<file path="config.mk">
export PLATFORM = sky130hd
export DESIGN_NAME = bp_fe_bp_update_queue
export DESIGN_NICKNAME = d
export VERILOG_FILES = /design/src/rtl/bp_fe_bp_update_queue.sv
export SDC_FILE = /design/constraint.sdc
export NUM_CORES = 1
export LEC_CHECK = 0
export ABC_AREA = 1
export BUFFER_PORTS_ARGS = -buffer_cell sky130_fd_sc_hd__buf_2
export CORE_MARGIN = 2
export CORE_UTILIZATION = 50
export DETAILED_ROUTE_END_ITERATION = 8
export GPL_ROUTABILITY_DRIVEN = 0
export HOLD_SLACK_MARGIN = 0.1
export PLACE_DENSITY = 0.7
export REMOVE_ABC_BUFFERS = 1
export SYNTH_ARGS = -nofsm -noshare
export SYNTH_HDL_FRONTEND = slang
export SYNTH_SLANG_ARGS = --single-unit
</file>
<file path="constraint.sdc">
create_clock -name clk_i -period 2.2 [get_ports clk_i]
set_input_delay 0.11 -clock clk_i [delete_from_list [all_inputs] [get_ports clk_i]]
set_output_delay 0.11 -clock clk_i [all_outputs]
set_load 0.005 [all_outputs]
</file>
<file path="src/rtl/bp_fe_bp_update_queue.sv">
// In-order tracking queue for in-flight conditional branch predictions.
// Each prediction made at fetch records its BHT index and predicted direction.
// When the backend resolves the oldest branch, a registered one-cycle update
// (w_v/idx_w/correct) is produced for the branch predictor's write port.
// A flush discards every outstanding entry on redirect.
module bp_fe_bp_update_queue #(
  parameter int bht_idx_width_p = 9,
  parameter int els_p           = 4,
  localparam int ptr_width_lp   = $clog2(els_p)
) (
  input  logic                       clk_i,
  input  logic                       reset_i,
  input  logic                       pred_v_i,
  input  logic [bht_idx_width_p-1:0] pred_idx_i,
  input  logic                       pred_taken_i,
  output logic                       pred_ready_o,
  input  logic                       res_v_i,
  input  logic                       res_taken_i,
  input  logic                       flush_i,
  output logic                       w_v_o,
  output logic [bht_idx_width_p-1:0] idx_w_o,
  output logic                       correct_o,
  output logic [ptr_width_lp:0]      count_o
);

  typedef logic [ptr_width_lp-1:0] ptr_t;
  typedef logic [ptr_width_lp:0]   cnt_t;

  localparam ptr_t ptr_one_lp   = ptr_t'(1);
  localparam cnt_t cnt_full_lp  = cnt_t'(els_p);

  logic [bht_idx_width_p-1:0] idx_mem [els_p];
  logic [els_p-1:0]           taken_mem;

  ptr_t wptr;
  ptr_t rptr;
  cnt_t count;

  logic alloc;
  logic resolve;

  // Ready never looks at res_v_i: a full queue rejects allocs even when the
  // oldest entry resolves in the same cycle.
  assign pred_ready_o = ~reset_i & (count != cnt_full_lp);

  // A flush drops a same-cycle alloc; a resolve only counts when an entry exists.
  assign alloc   = pred_v_i & pred_ready_o & ~flush_i;
  assign resolve = res_v_i & (count != '0);

  assign count_o = count;

  // Entry storage; contents are don't-care until allocated, so no reset.
  always_ff @(posedge clk_i) begin
    if (alloc) begin
      idx_mem[wptr]   <= pred_idx_i;
      taken_mem[wptr] <= pred_taken_i;
    end
  end

  // Pointer and occupancy tracking; a flush snaps the read side onto the write side.
  always_ff @(posedge clk_i) begin
    if (reset_i) begin
      wptr  <= '0;
      rptr  <= '0;
      count <= '0;
    end else begin
      if (alloc) begin
        wptr <= wptr + ptr_one_lp;
      end
      if (flush_i) begin
        rptr  <= wptr;
        count <= '0;
      end else begin
        if (resolve) begin
          rptr <= rptr + ptr_one_lp;
        end
        count <= count + cnt_t'(alloc) - cnt_t'(resolve);
      end
    end
  end

  // Registered predictor update; index and correctness hold between pulses.
  always_ff @(posedge clk_i) begin
    if (reset_i) begin
      w_v_o     <= 1'b0;
      idx_w_o   <= '0;
      correct_o <= 1'b0;
    end else begin
      w_v_o <= resolve;
      if (resolve) begin
        idx_w_o   <= idx_mem[rptr];
        correct_o <= taken_mem[rptr] ~^ res_taken_i;
      end
    end
  end

endmodule

</file>
# Word level (Yosys, flattened, before mapping)
# Memory sizes are Yosys's and may differ from the RTL's. A register that Yosys moved wholly into a read port is not among the register bits.
# Cells that the tools add are included.
[classes]
n_eq_ne = 1
n_reduce_logical = 4
bitwise_logic = 7
magnitude_cmp = 3
n_mux = 9
n_addsub = 4
[op_table]
columns = ["cell", "n"]
rows = [
  ["2-bit by 3-bit < comparator with 1-bit output, second input constant", 2],
  ["2-bit by 1-bit adder with 2-bit output, second input constant", 2],
  ["1-bit AND", 4],
  ["4-bit bitwise mux", 1],
  ["1-bit two-way mux", 4],
  ["2-bit two-way mux", 2],
  ["3-bit by 1-bit adder with 3-bit output", 1],
  ["3-bit != test, second input constant", 1],
  ["3-bit nonzero test", 1],
  ["3-bit by 1-bit subtractor with 3-bit output", 1],
  ["1-bit binary-select mux with 2-bit select", 1],
  ["1-bit demux with 2-bit select", 1],
  ["2-bit by 1-bit >= comparator with 1-bit output, second input constant", 1],
  ["1-bit NOT", 2],
  ["2-bit nonzero test", 1],
  ["2-bit OR reduction", 1],
  ["1-bit logical AND", 1],
  ["1-bit XNOR", 1],
]
[word_totals]
ramBits = 36
inputBits = 16
wordCells = 35
regBits = 13
n_memories = 1
out_inout_bits = 15
[mem_list]
columns = ["memory", "depth", "word_bits", "read_ports", "rd_ports_with_merged_regs", "write_ports", "line", "text"]
rows = [
  ["idx_mem", 4, 9, 1, 1, 1, "32", "logic [bht_idx_width_p-1:0] idx_mem [els_p];"],
]

# Logic depth before layout (Yosys ltp)
# Gate-level depths: netlist of the first run.
[logic_depth]
ltp_word = 6
mapped_depth = 12
depth_no_buf = 11

# Least setup slack after synthesis of the first run
# OpenSTA, ideal clock, no wires.
[synth_timing]
path_kind = "reg2reg"
startpoint = "reg count[1] (netlist: count_o[1])"
endpoint = "reg count[2] (netlist: count_o[2])"
setup_time_ns = 0.114
arrival_time_ns = 2.007
path_slack_ns = 0.079
n_path_buf = 1
period_less_slack_ns = 2.121
required_ns = 2.086
path_stages_with_launch = 13
path_cell_list = "dfxtp_1 inv_2 nand3_1 nand2_2 inv_1 buf_2 ha_1 inv_1 ha_1 fa_1 xnor2_1 xor2_1 nor2_1"
[synth_between]
word_cells_on_any_way = 8
classes_between = "2 x add/sub; 1 x eq/ne; 4 x bitwise; 1 x reduce/logical"
[synth_rtl]
columns = ["element", "line", "text"]
rows = [
  ["start, declared", "37", "cnt_t count;"],
  ["start signal, assigned", "77", "count <= count + cnt_t'(alloc) - cnt_t'(resolve);"],
  ["3-bit nonzero test", "48", "assign resolve = res_v_i & (count != '0);"],
  ["1-bit AND", "48", ""],
  ["net resolve", "40", "logic resolve;"],
  ["3-bit by 1-bit subtractor with 3-bit output", "77", ""],
]
# The timed path passes the listed nets, and every way through them passes these cells.
# A chain may end at the register's enable or synchronous reset.

# Final worst setup path of the first run
[layout_timing]
startpoint = "in reset_i"
endpoint = "reg count[2] (netlist: count_o[2])"
[layout_between]
elab_chain_len = 6
word_cells_on_any_way = 7
classes_between = "2 x add/sub; 4 x bitwise; 1 x reduce/logical"
[layout_rtl]
columns = ["element", "line", "text"]
rows = [
  ["start, declared", "12", "input logic reset_i,"],
  ["1-bit NOT", "44", "assign pred_ready_o = ~reset_i & (count != cnt_full_lp);"],
  ["1-bit AND", "44", ""],
  ["1-bit AND (2 in series)", "47", "assign alloc = pred_v_i & pred_ready_o & ~flush_i;"],
  ["3-bit by 1-bit adder with 3-bit output", "77", ""],
  ["3-bit by 1-bit subtractor with 3-bit output", "77", ""],
]
# Parallel ways exist; a longest one is shown, timed or not.

==> key figures, run 1 <==
Clock tree
  – Worst-path clk slew: 0.06 ns
  – Setup Fix Bufs, Post-CTS: 0
  – Root Buffer: clkbuf_8
  – Longest Clk Path Bufs: 2
  – CTS tree: yes
  – Clock sinks: 58
  – H-tree depth: 3
  – Worst-Skew Late Latency: 0.33 ns
  – Total CTS buffers: 9

Logic synthesis
  – Post-Synthesis Cell Area: 0.00240 mm2
  – Main synth FF type: edfxtp_1
  – Ys async rst share: 0%
  – YS warnings: 0
  – Ranking of synthesized cells by area: edfxtp_1, dfxtp_1, nor2_1
  – Count of flip-flops with a built-in enable after synthesis: 40
  – Largest area contributor in the netlist: edfxtp_1
  – Share of the yosys chip area belonging to registers: 65.0%
  – Count leader, synth: nor2_1
  – Synth Area per Inst: 10.3 um2
  – Yosys reg bits: 58
  – Synth unique cells: 21
  – Synth Instances: 234
  – Top cell type's share of synthesized area: 50.0%
  – Most common library cells after synthesis: nor2_1, edfxtp_1, inv_1, nand2_1, o21ai_0

Die
  – Initial Util: 51.5%
  – Total Die Area: 0.00537 mm2
  – Die width: 73.3 um
  – Top-Level Pins: 31
  – Die Ht: 73.3 um
  – Core area: 0.00466 mm2
  – FP Rows: 25

Timing
  – Fmax: 487 MHz
  – Final Critical Period: 2.05 ns
  – Final Max Slew Viols: 0
  – Worst-margin pin slew: 0.457 ns
  – Final TNS setup: 0 ns
  – Final setup violation count: 0
  – Clock skew: 0.00995 ns
  – Fin. Hold Viols: 0
  – Slew margin rel.: 69.5%
  – Final worst path period share: 93.2%
  – Unrepaired setup endpoints after global routing: false

Routing
  – Via count: 1654
  – Final WL: 4340 um
  – DR WL/cell: 12.4 um
  – Drt first pass iters: 4
  – ANT nets after route: 0
  – Post-DR vias/cell: 4.74
  – DRC: 0
  – Initial DRC count: 127

Worst hold path
  – HP Class: in -> reg
  – Hold EP: correct_o
  – Hold path startpoint: res_taken_i
  – WHS Path Cells: 5

Worst setup path
  – Crit-path most repeated cell: ha_1
  – Crit path arrival time: 2.28 ns
  – FF-to-FF path depth: 11
  – Reg2reg end: count_o[2]
  – WP data required: 2.43 ns
  – Worst R2R Start: count_o[1]
  – CP max stage delay: 0.53 ns
  – Crit Path Category: in -> reg
  – Critical Path, Cell by Cell: dlygate4sd3_1 -> buf_2 -> nor2_2 -> nand3_2 -> ha_1 -> inv_1 -> ha_1 -> fa_1 -> xnor2_1 -> xor2_1 -> nor2_1
  – Cell at the slowest stage of the critical path: dlygate4sd3_1
  – Reg2reg setup slack: 0.18 ns
  – Worst setup EP type: flop
  – Crit Path Max Fanout: 7
  – Crit path launch type: input pin

Global routing
  – Grt total ovfl: 0
  – Initial antenna violation count: 0
  – Largest net degree at the start of global routing: 21
  – Vias in the first global route: 1569
  – Total Routing Usage GR: 18.3%
  – First-pass GRT wire length: 7060 um

Power and ir drop
  – Tot Pwr: 2.46 mW
  – Leak: 1.29 nW
  – Power Density: 824 mW/mm2
  – Worst VDD drop: 0.486 mV

Finish
  – Layout area overhead: 24.2%
  – Filler Cells Inserted: 374
  – # diodes: 0
  – Layout Nets: 313
  – Share of cells above drive strength 1: 21.0%

Run
  – Max Cap Viol: 0

Placed design
  – Hpwl dp: 2810 um
  – I/O Buffers: 30

Run status
  – Status: completed
registers in the layout (all words and copies together), names as in the netlist:
name / count
idx_mem: 36
idx_w_o: 9
taken_mem: 4
count_o: 3
rptr: 2
wptr: 2
correct_o: 1
w_v_o: 1
through the flow:
step / hold WS, ns / instances / instance area, um2 / setup slack (ns) / utilization, %
2_1_floorplan: 0.179 / 225 / 2340 / 0.0291 / -
6_report: 0.130 / 349 / 2980 / 0.149 / 64.0
5_1_grt: 0.146 / 349 / 2980 / 0.0142 / 64.0
4_1_cts: 0.108 / 349 / 2980 / 0.113 / 63.9
3_3_place_gp: 0.324 / 321 / 2650 / 0.256 / 56.8
3_5_place_dp: 0.325 / 321 / 2650 / 0.202 / 56.8
power by group:
group | switching, mW | internal [mW]
clock network | 0.403 | 0.631
registers | 0.0165 | 1.20
logic | 0.122 | 0.0890
worst max-delay path: cells and delay by family:
family | cells | cell delay, ns
fa+ha+maj | 3 | 0.84
buf+inv | 3 | 0.73
xor+xnor | 2 | 0.33
simple gates | 3 | 0.27
worst max-delay path by stage:
stage	startpoint	end	slack, ns	cells after the start
2_1_floorplan	count_o[1]	count_o[2]	0.03	11
4_1_cts	reset_i	count_o[2]	0.11	11
5_1_grt	reset_i	count_o[2]	0.01	11
3_5_place_dp	count_o[1]	count_o[2]	0.20	11
3_3_place_gp	count_o[1]	count_o[2]	0.26	11
6_report	reset_i	count_o[2]	0.15	11
metal layers:
| metal | wire length [um] | up-vias | GRT usage, % |
|---|---|---|---|
| met5 | 0 | - | 0 |
| met4 | 114 | 0 | 12.1 |
| met3 | 192 | 11 | 3.70 |
| met2 | 2090 | 44 | 30.2 |
| met1 | 1940 | 726 | 21.7 |
| li1 | - | 873 | - |
cell families after synthesis:
logic type	count (synthesis)	share of synthesized area, %
buf+inv	42	7.66
flops	58	65.0
simple gates	91	15.1
xor+xnor	2	0.730
fa+ha+maj	7	3.96
compound gates	34	7.56
cells in the final DEF, fill, tap and decap left out:
master	count
clkbuf_8	9
dlygate4sd3_1	12
buf_2	30
bufinv_16	2
clkbuf_1	1
a31oi_1	9
o21ai_0	20
xnor2_1	1
clkinvlp_4	1
xor2_1	1
buf_4	12
edfxtp_1	40
inv_2	2
nand2_2	1
ha_1	6
nand3_1	9
a21oi_1	3
inv_1	31
clkinv_2	3
nor2_1	49
nand2_1	30
nand3_2	1
dfxtp_1	18
o21ai_1	2
nor2_2	1
fa_1	1
cell type report:
type / instances / area [um2] / share of cell area [%]
Sequential cell: 58 / 1560 / 52.4
Multi-Input combinational cell: 134 / 658 / 22.1
Timing Repair Buffer: 54 / 360 / 12.1
Clock buffer: 10 / 128 / 4.28
Inverter: 33 / 124 / 4.15
Clock inverter: 6 / 82.6 / 2.77
Tap cell: 54 / 67.6 / 2.27
repair_timing:
action                                  in CTS  in global routing
hold buffers                                12                  0
endpoints found under the setup margin       0                  1
gates resized for setup                      0                  1
endpoints found under the hold margin       43                  0
(Power assumes the default switching activity.)
==> inputs of run 2 (changes only) <==
--- a/config.mk
+++ b/config.mk
@@ -13,7 +13,6 @@
 export GPL_ROUTABILITY_DRIVEN = 0
 export HOLD_SLACK_MARGIN = 0.1
 export PLACE_DENSITY = 0.7
-export REMOVE_ABC_BUFFERS = 1
 export SYNTH_ARGS = -nofsm -noshare
 export SYNTH_HDL_FRONTEND = slang
 export SYNTH_SLANG_ARGS = --single-unit
==> key figures, run 2 (same netlist as run 1, synthesis figures left out) <==
Placed design
  – I/O Buffers: 30 (unchanged)
  – Area after DPL: 0.00263 mm2 (was 0.00265 mm2)
  – Hpwl dp: 2860 um (was 2810 um)

Timing
  – Final TNS setup: 0 ns (unchanged)
  – Final Critical Period: 2.04 ns (was 2.05 ns)
  – Slew margin rel.: 68.7% (was 69.5%)
  – Final Max Slew Viols: 0 (unchanged)
  – Fin. Hold Viols: 0 (unchanged)
  – Clock skew: 0.00682 ns (was 0.00995 ns)
  – Final setup violation count: 0 (unchanged)
  – Worst-margin pin slew: 0.469 ns (was 0.457 ns)
  – Unrepaired setup endpoints after global routing: false (unchanged)
  – Final worst path period share: 92.6% (was 93.2%)
  – Fmax: 491 MHz (was 487 MHz)

Finish
  – Final instance area: 0.00295 mm2 (was 0.00298 mm2)
  – Highest-count cells in the layout ignoring fill and taps: nor2_1, edfxtp_1, inv_1 (unchanged)
  – # diodes: 0 (unchanged)
  – Layout Nets: 312 (was 313)
  – Max FFs per register: 36 (unchanged)
  – Largest registers: idx_mem x36, idx_w_o x9, taken_mem x4 (unchanged)
  – Commonest non-fill, non-tap cell in the layout: nor2_1 (unchanged)
  – Share of cells above drive strength 1: 21.1% (was 21.0%)
  – Layout area overhead: 22.8% (was 24.2%)
  – Top reg by flops: idx_mem (unchanged)

Worst setup path
  – WP data required: 2.43 ns (about the same)
  – Worst R2R Start: count_o[2] (was count_o[1])
  – FF-to-FF path depth: 11 (unchanged)
  – Crit path arrival time: 2.26 ns (was 2.28 ns)
  – Reg2reg end: count_o[2] (unchanged)
  – Reg2reg setup slack: 0.22 ns (was 0.18 ns)
  – Crit Path Max Fanout: 7 (unchanged)
  – Crit Path Category: in -> reg (unchanged)
  – Worst setup EP type: flop (unchanged)
  – Crit path launch type: input pin (unchanged)

Worst hold path
  – Hold path startpoint: res_taken_i (unchanged)
  – WHS Path Cells: 5 (unchanged)
  – HP Class: in -> reg (unchanged)
  – Hold EP: correct_o (unchanged)

Routing
  – Post-DR vias/cell: 4.84 (was 4.74)
  – DR WL/cell: 13.3 um (was 12.4 um)
  – Routed length on met1: 2050 um (was 1940 um)
  – ANT nets after route: 0 (unchanged)
  – Drt first pass iters: 4 (unchanged)
  – Top sig layer: met4 (unchanged)
  – Via count: 1684 (was 1654)
  – DRC: 0 (unchanged)
  – Met3 WL post-DR: 220 um (was 192 um)
  – Final WL: 4650 um (was 4340 um)
  – Initial DRC count: 141 (was 127)
  – Met2 routed WL: 2330 um (was 2090 um)

Power and ir drop
  – Internal power: 1.72 mW (was 1.92 mW)
  – P_sw: 557 uW (was 541 uW)
  – Clock group share of total power: 37.3% (was 42.1%)
  – Share of power burned in registers: 53.3% (was 49.3%)
  – Combinational share of power: 9.4% (was 8.6%)
  – Power Density: 772 mW/mm2 (was 824 mW/mm2)
  – Switching Fraction: 24.5% (was 22.0%)
  – Worst VDD drop: 0.625 mV (was 0.486 mV)
  – Leak: 1.27 nW (was 1.29 nW)

Clock tree
  – Longest Clk Path Bufs: 2 (unchanged)
  – Total CTS buffers: 9 (unchanged)
  – Worst-path clk slew: 0.06 ns (about the same)
  – Root Buffer: clkbuf_8 (unchanged)
  – Clock sinks: 58 (unchanged)
  – Worst-Skew Late Latency: 0.34 ns (was 0.33 ns)
  – H-tree depth: 3 (unchanged)
  – CTS tree: yes (unchanged)

Die
  – FP Rows: 25 (unchanged)
  – Core area: 0.00466 mm2 (unchanged)
  – Total Die Area: 0.00537 mm2 (unchanged)
  – Die width: 73.3 um (unchanged)
  – Top-Level Pins: 31 (unchanged)
  – Initial Util: 51.5% (unchanged)
  – Die Ht: 73.3 um (unchanged)

Global routing
  – First-pass GRT wire length: 7530 um (was 7060 um)
  – Grt total ovfl: 0 (unchanged)
  – Total Routing Usage GR: 19.9% (was 18.3%)
  – Initial antenna violation count: 0 (unchanged)
  – Vias in the first global route: 1577 (was 1569)
  – Largest net degree at the start of global routing: 21 (unchanged)

Run
  – Max Cap Viol: 0 (unchanged)

Run status
  – Status: completed (unchanged)

Logic synthesis
  – Syn nets: 257
==> run 2: what timing repair did <==
action	in CTS	in global routing
resized for setup	0	3
setup buffers	0	0
endpoints found under the setup margin	0	1
endpoints found under the hold margin	43	0
hold buffers	13	0
==> run 2: critical path: stages <==
cell	delay, ns
dlygate4sd3_1	0.53
buf_2	0.17
nor2_2	0.12
nand3_2	0.09
ha_1	0.28
inv_1	0.04
ha_1	0.19
fa_2	0.36
xnor2_2	0.15
xor2_1	0.16
nor2_1	0.06
==> run 2: per-stage QoR <==
stage	hold slack (ns)	cells	setup WS [ns]	utilization [%]	power [mW]
floorplan	0.179	234	0.0791	-	1.36
global placement	0.324	319	0.241	56.5	1.43
detailed placement	0.327	319	0.180	56.5	1.43
CTS	0.110	348	0.0748	63.0	2.30
global route	0.140	348	0.0293	63.2	2.39
finish	0.120	348	0.162	63.2	2.28
==> run 2: power by group through the flow <==
stage | Sequential [mW] | Combinational, mW | Clock [mW]
global route | 1.22 | 0.247 | 0.925
global placement | 1.24 | 0.190 | 0
CTS | 1.21 | 0.213 | 0.871
floorplan | 1.23 | 0.127 | 0
finish | 1.21 | 0.213 | 0.849
detailed placement | 1.24 | 0.194 | 0
==> run 2: area by class of cell <==
cell class / count / area, um2
Inverter: 33 / 124
Tap cell: 54 / 67.6
Clock buffer: 11 / 141
Fill cell: 378 / 1710
Multi-Input combinational cell: 134 / 668
Timing Repair Buffer: 53 / 355
Clock inverter: 5 / 30.0
Sequential cell: 58 / 1560
==> run 2: metal layers <==
| metal | GRT usage (%) | vias up |
|---|---|---|
| met2 | 32.3 | 40 |
| met3 | 7.82 | 5 |
| met4 | 7.27 | 0 |
| met1 | 24.2 | 765 |
| met5 | 0 | - |
| li1 | - | 874 |
==> run 2: how the worst max path moves through the flow <==
| stage | start | end | slack [ns] | cells past startpoint |
|---|---|---|---|---|
| detailed placement | count_o[1] | count_o[2] | 0.18 | 11 |
| global placement | count_o[1] | count_o[2] | 0.24 | 11 |
| finish | reset_i | count_o[2] | 0.16 | 11 |
| floorplan | count_o[1] | count_o[2] | 0.08 | 12 |
| global route | count_o[2] | count_o[2] | 0.03 | 11 |
| CTS | reset_i | count_o[2] | 0.07 | 11 |
